File: src/rtl/ka_seq_sched_48bit_if.sv
// Bundle between the Karatsuba scheduler, its requester and the shared
// half-width carry-less multiply core.
interface ka_seq_sched_48bit_if #(
  parameter int N = 48
);
  localparam int H = N / 2;

  logic           start;
  logic [N-1:0]   a_in;
  logic [N-1:0]   b_in;
  logic           busy;
  logic           done;
  logic [2*N-2:0] result;
  logic           mul_req;
  logic [H-1:0]   mul_op_a;
  logic [H-1:0]   mul_op_b;
  logic           mul_ack;
  logic [2*H-2:0] mul_prod;

  modport master (
    output start, a_in, b_in, mul_ack, mul_prod,
    input  busy, done, result, mul_req, mul_op_a, mul_op_b
  );

  modport slave (
    input  start, a_in, b_in, mul_ack, mul_prod,
    output busy, done, result, mul_req, mul_op_a, mul_op_b
  );
endinterface

File: src/rtl/ka_seq_sched_48bit.sv
// Sequential one-level Karatsuba scheduler: a GF(2)[x] N x N product built
// from three H x H products obtained from a shared core.
module ka_seq_sched_48bit #(
  parameter int N = 48
) (
  input logic                 clk,
  input logic                 rst_n,
  ka_seq_sched_48bit_if.slave bus
);
  localparam int H = N / 2;

  typedef enum logic [2:0] {
    IDLE, REQ_LO, REQ_MID, REQ_HI, COMBINE, DONE
  } state_t;

  state_t         state, state_nx;
  logic [N-1:0]   a_q, b_q;
  logic [2*H-2:0] p0, p1, p2;
  logic [2*N-2:0] result_q;
  logic [2*N-2:0] comb;
  logic [2*H-2:0] mid;
  logic [H-1:0]   op_a, op_b;
  logic           req;

  always_ff @(posedge clk or negedge rst_n) begin
    if (!rst_n) state <= IDLE;
    else        state <= state_nx;
  end

  always_comb begin
    state_nx = state;
    case (state)
      IDLE:    if (bus.start)   state_nx = REQ_LO;
      REQ_LO:  if (bus.mul_ack) state_nx = REQ_MID;
      REQ_MID: if (bus.mul_ack) state_nx = REQ_HI;
      REQ_HI:  if (bus.mul_ack) state_nx = COMBINE;
      COMBINE: state_nx = DONE;
      DONE:    state_nx = IDLE;
      default: state_nx = IDLE;
    endcase
  end

  // Operands come straight from the latched inputs, so they cannot move while a request waits.
  always_comb begin
    req  = 1'b0;
    op_a = '0;
    op_b = '0;
    case (state)
      REQ_LO: begin
        req  = 1'b1;
        op_a = a_q[H-1:0];
        op_b = b_q[H-1:0];
      end
      REQ_MID: begin
        req  = 1'b1;
        op_a = a_q[H-1:0] ^ a_q[N-1:H];
        op_b = b_q[H-1:0] ^ b_q[N-1:H];
      end
      REQ_HI: begin
        req  = 1'b1;
        op_a = a_q[N-1:H];
        op_b = b_q[N-1:H];
      end
      default: begin
        req  = 1'b0;
        op_a = '0;
        op_b = '0;
      end
    endcase
  end

  // Over GF(2) the Karatsuba middle term is P0^P1^P2; subtraction is XOR.
  always_comb begin
    mid            = p0 ^ p1 ^ p2;
    comb           = '0;
    comb[2*H-2:0]  = comb[2*H-2:0]   ^ p0;
    comb[3*H-2:H]  = comb[3*H-2:H]   ^ mid;
    comb[4*H-2:2*H] = comb[4*H-2:2*H] ^ p2;
  end

  always_ff @(posedge clk or negedge rst_n) begin
    if (!rst_n) begin
      a_q      <= '0;
      b_q      <= '0;
      p0       <= '0;
      p1       <= '0;
      p2       <= '0;
      result_q <= '0;
    end else begin
      case (state)
        IDLE: begin
          if (bus.start) begin
            a_q <= bus.a_in;
            b_q <= bus.b_in;
          end
        end
        REQ_LO:  if (bus.mul_ack) p0 <= bus.mul_prod;
        REQ_MID: if (bus.mul_ack) p1 <= bus.mul_prod;
        REQ_HI:  if (bus.mul_ack) p2 <= bus.mul_prod;
        COMBINE: result_q <= comb;
        default: ;
      endcase
    end
  end

  assign bus.busy     = (state != IDLE);
  assign bus.done     = (state == DONE);
  assign bus.mul_req  = req;
  assign bus.mul_op_a = op_a;
  assign bus.mul_op_b = op_b;
  assign bus.result   = result_q;
endmodule

File: src/flat_wrapper.sv
// flat-port wrapper written by rule: the top's interface ports become plain ports
module ka_seq_sched_48bit_flat 
#(
  parameter int N = 48
)
  (clk, rst_n, bus_start, bus_a_in, bus_b_in, bus_mul_ack, bus_mul_prod, bus_busy, bus_done, bus_result, bus_mul_req, bus_mul_op_a, bus_mul_op_b);
  ka_seq_sched_48bit_if #(.N(N)) bus_i ();
  input logic clk;
  input logic rst_n;
  input wire logic [$bits(bus_i.start)-1:0] bus_start;
  input wire logic [$bits(bus_i.a_in)-1:0] bus_a_in;
  input wire logic [$bits(bus_i.b_in)-1:0] bus_b_in;
  input wire logic [$bits(bus_i.mul_ack)-1:0] bus_mul_ack;
  input wire logic [$bits(bus_i.mul_prod)-1:0] bus_mul_prod;
  output wire logic [$bits(bus_i.busy)-1:0] bus_busy;
  output wire logic [$bits(bus_i.done)-1:0] bus_done;
  output wire logic [$bits(bus_i.result)-1:0] bus_result;
  output wire logic [$bits(bus_i.mul_req)-1:0] bus_mul_req;
  output wire logic [$bits(bus_i.mul_op_a)-1:0] bus_mul_op_a;
  output wire logic [$bits(bus_i.mul_op_b)-1:0] bus_mul_op_b;
  assign bus_i.start = bus_start;
  assign bus_i.a_in = bus_a_in;
  assign bus_i.b_in = bus_b_in;
  assign bus_i.mul_ack = bus_mul_ack;
  assign bus_i.mul_prod = bus_mul_prod;
  assign bus_busy = bus_i.busy;
  assign bus_done = bus_i.done;
  assign bus_result = bus_i.result;
  assign bus_mul_req = bus_i.mul_req;
  assign bus_mul_op_a = bus_i.mul_op_a;
  assign bus_mul_op_b = bus_i.mul_op_b;
  ka_seq_sched_48bit #(.N(N)) u_core (.clk(clk), .rst_n(rst_n), .bus(bus_i));
endmodule
File: config.mk
export PLATFORM = sky130hd
export DESIGN_NAME = ka_seq_sched_48bit_flat
export DESIGN_NICKNAME = d
export VERILOG_FILES = /design/src/rtl/ka_seq_sched_48bit_if.sv /design/src/rtl/ka_seq_sched_48bit.sv /design/src/flat_wrapper.sv
export SDC_FILE = /design/constraint.sdc
export NUM_CORES = 1
export LEC_CHECK = 0
export ABC_AREA = 1
export BUFFER_PORTS_ARGS = -buffer_cell sky130_fd_sc_hd__buf_4
export CORE_MARGIN = 3
export CORE_UTILIZATION = 53
export CTS_BUF_LIST = sky130_fd_sc_hd__clkbuf_4 sky130_fd_sc_hd__clkbuf_8
export CTS_CLUSTER_DIAMETER = 120
export DETAILED_ROUTE_END_ITERATION = 10
export GPL_ROUTABILITY_DRIVEN = 0
export PLACE_DENSITY = 0.78
export REMOVE_ABC_BUFFERS = 1
export SLEW_MARGIN = 20
export SYNTH_ARGS = -nofsm -noshare
export SYNTH_HDL_FRONTEND = slang
export SYNTH_SLANG_ARGS = --single-unit
File: constraint.sdc
create_clock -name clk -period 1.4 [get_ports clk]
set_input_delay 0.07 -clock clk [delete_from_list [all_inputs] [get_ports clk]]
set_output_delay 0.07 -clock clk [all_outputs]
set_load 0.005 [all_outputs]
==> reports/metrics.cfg, run 1 <==
[worst_setup_path]
crit_start=u_core.state[0]
critPathArrivalTime_ns=2.11
start_kind=flip-flop
cp.required_ns=1.33
worstSetupPathType=reg2out
crit_path_max_fanout=8
rr_startpoint=u_core.state[1]
cp-end-kind=output port

[sta]
drv_slew=0
fmax_ghz=0.4595
hold_slack_ns=0.1257
setup_viol=385
worst_slack_ns=-0.7762
fin_skew_ns=0.02717
tightest_slew_ns=0.6712
rsz0062_at_grt=yes
timing.final.crit_share=1.554
layout_min_cycle_time_ns=2.176
timing.final.hold_violations=0
slew_headroom=0.5510

[die]
rows=63
dieArea_um2=32900
die_y_um=181.4
initial_core_util=0.5442
pin_count=293
die_x_um=181.4
fp.coreArea_um2=29950

[yosys]
syn_inst=2200
syn_area_um2=16300
ys_ff_latch=335
synth_cell_type_count=22
yosys_warnings=0
seq_area_frac_synth=0.5143
avgSynthCellArea_um2=7.409

[run]
drv_cap=0

[clock_network]
path_clk_slew_ns=0.07
cts_tree=yes
clock_sinks=335
clock_latency_ns=0.60
cts.path.max_buffers=3
cts-buffers-inserted=55
cts_root_buf=clkbuf_8
htree_levels=2

[route]
wirelength_um=71050
first_pass_iters=8
num_vias=18320
wl_per_cell_um=22.38
drt_iter0_markers=2133
viasPerCell=5.771
ant_nets=0
drcViolationCount=0

[cells_and_area]
layout-drive-gt1-share=0.2692
regArea_um2=8386
area.growth.synth_to_final_pct=52.51
nets=2886
layout_common_cells=nand2_1 (908), dfrtp_1 (333), inv_1 (286)
multiInputGateArea_um2=7476
final_common_cell=nand2_1
n_fill_cell=1544

[global_routing]
grt_overflow=0
antenna_found_initial=5
grt_max_degree=81
grt_pass1_vias=16950
grt_pass1_wl_um=87420
grt_use_total=0.3270

[run_status]
violations=setup timing
status=complete, but fails checks

[pwr]
peakVddDrop_v=0.001375
power.leakage_nw=13.73
powerDensity_nw_per_um2=2456
power.total_mw=61.05

[worst_hold_path]
hp-class=in2async

[placed_design]
dp.final_hpwl_um=29190
io_buffer_count=292

-- worst max-delay path: stages, from the launching register on --
cell and delay [ns]:
dfrtp_2 0.45, buf_6 0.14, nand3_4 0.11, inv_6 0.06, buf_12 0.16, buf_12 0.15, nand2_2 0.18, nand3_2 0.12
buf_6 0.14
-- per-layer routing --
metal | routed length, um | part of all wire | global-route usage | up-vias
met3 | 9276 | 0.13 | 0.06971 | 523
met4 | 5881 | 0.083 | 0.1545 | 2
met5 | 17 | 0.00024 | 0 | -
met1 | 24090 | 0.34 | 0.3992 | 8503
met2 | 31790 | 0.45 | 0.5563 | 1488
li1 | - | - | - | 7806
-- Yosys cell counts --
master    instances  area share
nand2_2           2     0.00077
buf_6             7      0.0048
a21oi_1           2     0.00061
nand3_1         101       0.031
nand3b_1          1     0.00046
nor3_1            1     0.00031
clkbuf_2         12      0.0037
nand3_2           2      0.0012
o21ai_1          19      0.0058
o21ai_0         266       0.082
nor2_2            1     0.00038
buf_4            12      0.0055
clkbuf_1         20      0.0046
dfrtp_1         335        0.51
nor2_4            1     0.00069
inv_4             1     0.00038
nor2_1            2     0.00046
nand2_1        1041        0.24
inv_2             3     0.00069
buf_2            35       0.011
inv_1           288       0.066
xor2_1           48       0.026
-- path summary, 6_finish.rpt --
check | cells past startpoint | to | slack, ns
worst max register to register | 9 | u_core.b_q[32] | -0.67
worst min register to register | 2 | u_core.bus.result[37] | 0.48
min in group clk | 4 | u_core.p2[10] | 0.24
worst min-delay path | 3 | u_core.p0[43] | 0.13
worst max-delay path | 8 | bus_mul_op_b[2] | -0.78
max in group asynchronous | 3 | u_core.a_q[35] | 0.72
-- layout make-up --
cell class	count	share of cell area
clock inverters	9	0.003221
diodes	3	0.0003020
repair inverters	1	0.0004530
multi-input cells	1488	0.3007
clock buffers	91	0.04585
inverters	292	0.04560
well taps	390	0.01963
flip-flops and latches	335	0.3373
repair buffers	566	0.2469
-- flip-flops by register name (all words and copies together), names as in the netlist --
register / cells
u_core.bus.result: 95
u_core.b_q: 48
u_core.a_q: 48
u_core.p0: 47
u_core.p2: 47
u_core.state: 3
u_core.p1: 47
-- cells by family after synthesis --
logic type                share of synthesized area
AOI/OAI and AO/OA                           0.08812
xor gates and xnor gates                    0.02579
buffers and inverters                       0.09679
DFF                                          0.5143
and+or+nand+nor                              0.2750
-- per-stage QoR --
| step | setup WS, ns | cell area, um2 | cells | setup TNS [ns] | util |
|---|---|---|---|---|---|
| detailed placement | -0.1091 | 19280 | 2847 | -9.082 | 0.6437 |
| finish | -0.7762 | 24860 | 3175 | -126.19 | 0.8300 |
| CTS | -0.5617 | 23140 | 3137 | -65.75 | 0.7724 |
| global placement | -0.04718 | 19280 | 2847 | -0.2002 | 0.6437 |
| global route | -1.055 | 24860 | 3173 | -140.04 | 0.8298 |
| floorplan | -2.997 | 15820 | 2114 | -492.63 | - |
-- what timing repair did --
action / 4_1_cts / 5_1_grt
gates resized for setup: 112 / 365
hold buffers: 147 / 0
setup endpoints to repair: 285 / 384
endpoints found under the hold margin: 575 / 0
buffers inserted: 21 / 12
pin swaps: 6 / 42
cloned: 23 / 26
-- where the power goes --
group          switching, mW  internal [mW]  leakage [nW]
sequential              5.28           14.3          4.14
clock                   4.31           5.32         0.650
combinational           17.7           14.1          8.94
total                   27.3           33.7          13.7
No activity file was read; power rests on OpenSTA's default activity.
==> run 2: changes to the inputs <==
--- a/config.mk
+++ b/config.mk
@@ -19,3 +19,4 @@
 export SYNTH_ARGS = -nofsm -noshare
 export SYNTH_HDL_FRONTEND = slang
 export SYNTH_SLANG_ARGS = --single-unit
+export TNS_END_PERCENT = 10
==> reports/metrics.cfg, run 2 (same netlist as run 1, synthesis figures left out) <==
[pwr]
powerDensity_nw_per_um2=2289  ; -6.8%
power.total_mw=51.58  ; -16%
peakVddDrop_v=0.001331  ; -3.2%
power.leakage_nw=12.37  ; -9.9%

[route]
first_pass_iters=8  ; unchanged
wl_per_cell_um=16.36  ; -27%
drt_iter0_markers=1503  ; -30%
num_vias=16300  ; -11%
viasPerCell=5.237  ; -9.3%
ant_nets=0  ; unchanged
wirelength_um=50930  ; -28%
drcViolationCount=0  ; unchanged

[sta]
fmax_ghz=0.4966  ; +8.1%
fin_skew_ns=0.01108  ; -0.01609 ns
rsz0062_at_grt=yes
layout_min_cycle_time_ns=2.014  ; -0.1623 ns
slew_headroom=0.6476  ; +0.09653
setup_viol=340  ; -12%
timing.final.hold_violations=0  ; unchanged
worst_slack_ns=-0.6138  ; +0.1623 ns
hold_slack_ns=0.1172  ; -0.008448 ns
timing.final.crit_share=1.438  ; -0.1160
drv_slew=0  ; unchanged
fin_setup_tns_ns=-57.14  ; +69.04 ns
tightest_slew_ns=0.5287  ; -0.1425 ns

[die]
initial_core_util=0.5442  ; unchanged
die_x_um=181.4  ; unchanged
rows=63  ; unchanged
dieArea_um2=32900  ; unchanged
die_y_um=181.4  ; unchanged
pin_count=293  ; unchanged
fp.coreArea_um2=29950  ; unchanged

[run]
drv_cap=0  ; unchanged

[placed_design]
dp.final_hpwl_um=29190  ; unchanged
numPlacedInstances=2847  ; unchanged
io_buffer_count=292  ; unchanged
dp_slack_ns=-0.1091  ; unchanged

[global_routing]
grt_pass1_vias=15780  ; -6.9%
antenna_found_initial=4  ; -1
grt_pass1_wl_um=77690  ; -11%
grt_max_degree=111  ; +37%
grt_use_total=0.2851  ; -0.04192
grt_overflow=0  ; unchanged

[cells_and_area]
layout-drive-gt1-share=0.1901  ; -0.07909
nets=2823  ; -2.2%
area.growth.synth_to_final_pct=38.24
largest_reg_flops=95  ; unchanged
layout_common_cells=nand2_1 (1023), dfrtp_1 (333), buf_4 (307)
finalNonFillerCells=3112  ; -2.0%
final_common_cell=nand2_1

[worst_setup_path]
crit_buf_inv=5  ; unchanged
cp.required_ns=1.33  ; about the same
cp-end-kind=output port
crit_path_max_incr_delay_ns=0.42  ; -0.03 ns
cpLargestDelayFamily=buffers and inverters
worstSetupPathType=reg2out
start_kind=flip-flop
crit_path_max_fanout=8  ; unchanged
critPathArrivalTime_ns=1.94  ; -0.17 ns
crit_chain=inv_4 -> nand3_4 -> inv_6 -> buf_12 -> clkbuf_16 -> nand2_1 -> nand3_1 -> buf_4
critPathSlowestCell=dfrtp_1

[clock_network]
clock_latency_ns=0.58  ; -0.02 ns
clock_sinks=335  ; unchanged
cts_tree=yes
cts-buffers-inserted=55  ; unchanged
cts.path.max_buffers=3  ; unchanged
cts_root_buf=clkbuf_8
path_clk_slew_ns=0.06  ; about the same
htree_levels=2  ; unchanged

[run_status]
status=complete, but fails checks
violations=setup timing

[worst_hold_path]
hp-class=in2async

[run 2: final timing paths]
kind / start / endpoint / slack [ns] / depth (start not counted)
worst min register to register: u_core.bus.result[66] / u_core.bus.result[66] / 0.48 / 2
worst min-delay path: rst_n / u_core.p1[23] / 0.12 / 3
max in group asynchronous: rst_n / u_core.b_q[37] / 0.79 / 3
min in group clk: bus_mul_prod[27] / u_core.p2[27] / 0.25 / 4
worst max-delay path: u_core.state[2] / bus_mul_op_a[13] / -0.61 / 8
worst max register to register: u_core.state[0] / u_core.a_q[7] / -0.31 / 5
[run 2: routing by layer]
metal / wire, um / up-vias / track usage
li1: - / 7651 / -
met4: 2472 / 2 / 0.1033
met5: 7 / - / 0
met1: 19290 / 7497 / 0.3538
met3: 4834 / 211 / 0.06370
met2: 24320 / 936 / 0.4918
[run 2: layout make-up]
cell class	count	area (um2)
Antenna cell	3	7.507
Clock buffer	91	1140
Clock inverter	9	80.08
Fill cell	1974	7420
Inverter	292	1119
Multi-Input combinational cell	1487	6566
Sequential cell	335	8386
Tap cell	390	488.0
Timing Repair Buffer	505	4748
[run 2: metrics by stage]
stage	utilization	area [um2]
2_1_floorplan	-	15820
3_3_place_gp	0.6437	19280
3_5_place_dp	0.6437	19280
4_1_cts	0.7425	22240
5_1_grt	0.7523	22530
6_report	0.7523	22530
[run 2: report_power, final]
part           switching (mW)  total [mW]  internal, mW
clock network            3.98        9.29          5.31
registers                4.34        18.7          14.3
logic                    13.0        23.6          10.6
total                    21.3        51.6          30.2
[run 2: worst reg2reg max path, stage by stage, from the launching register on]
cell and delay [ns]:
dfrtp_2 0.45, buf_4 0.16, nor2_1 0.22, nand3_4 0.15
buf_12 0.24, o21ai_0 0.37
[run 2: timing repair]
action / 4_1_cts / 5_1_grt
hold buffers: 147 / 0
gates resized for setup: 47 / 53
pin swaps: 7 / 14
endpoints found under the hold margin: 575 / 0
gates cloned: 3 / 6
setup buffers: 5 / 1
setup endpoints to repair: 285 / 383
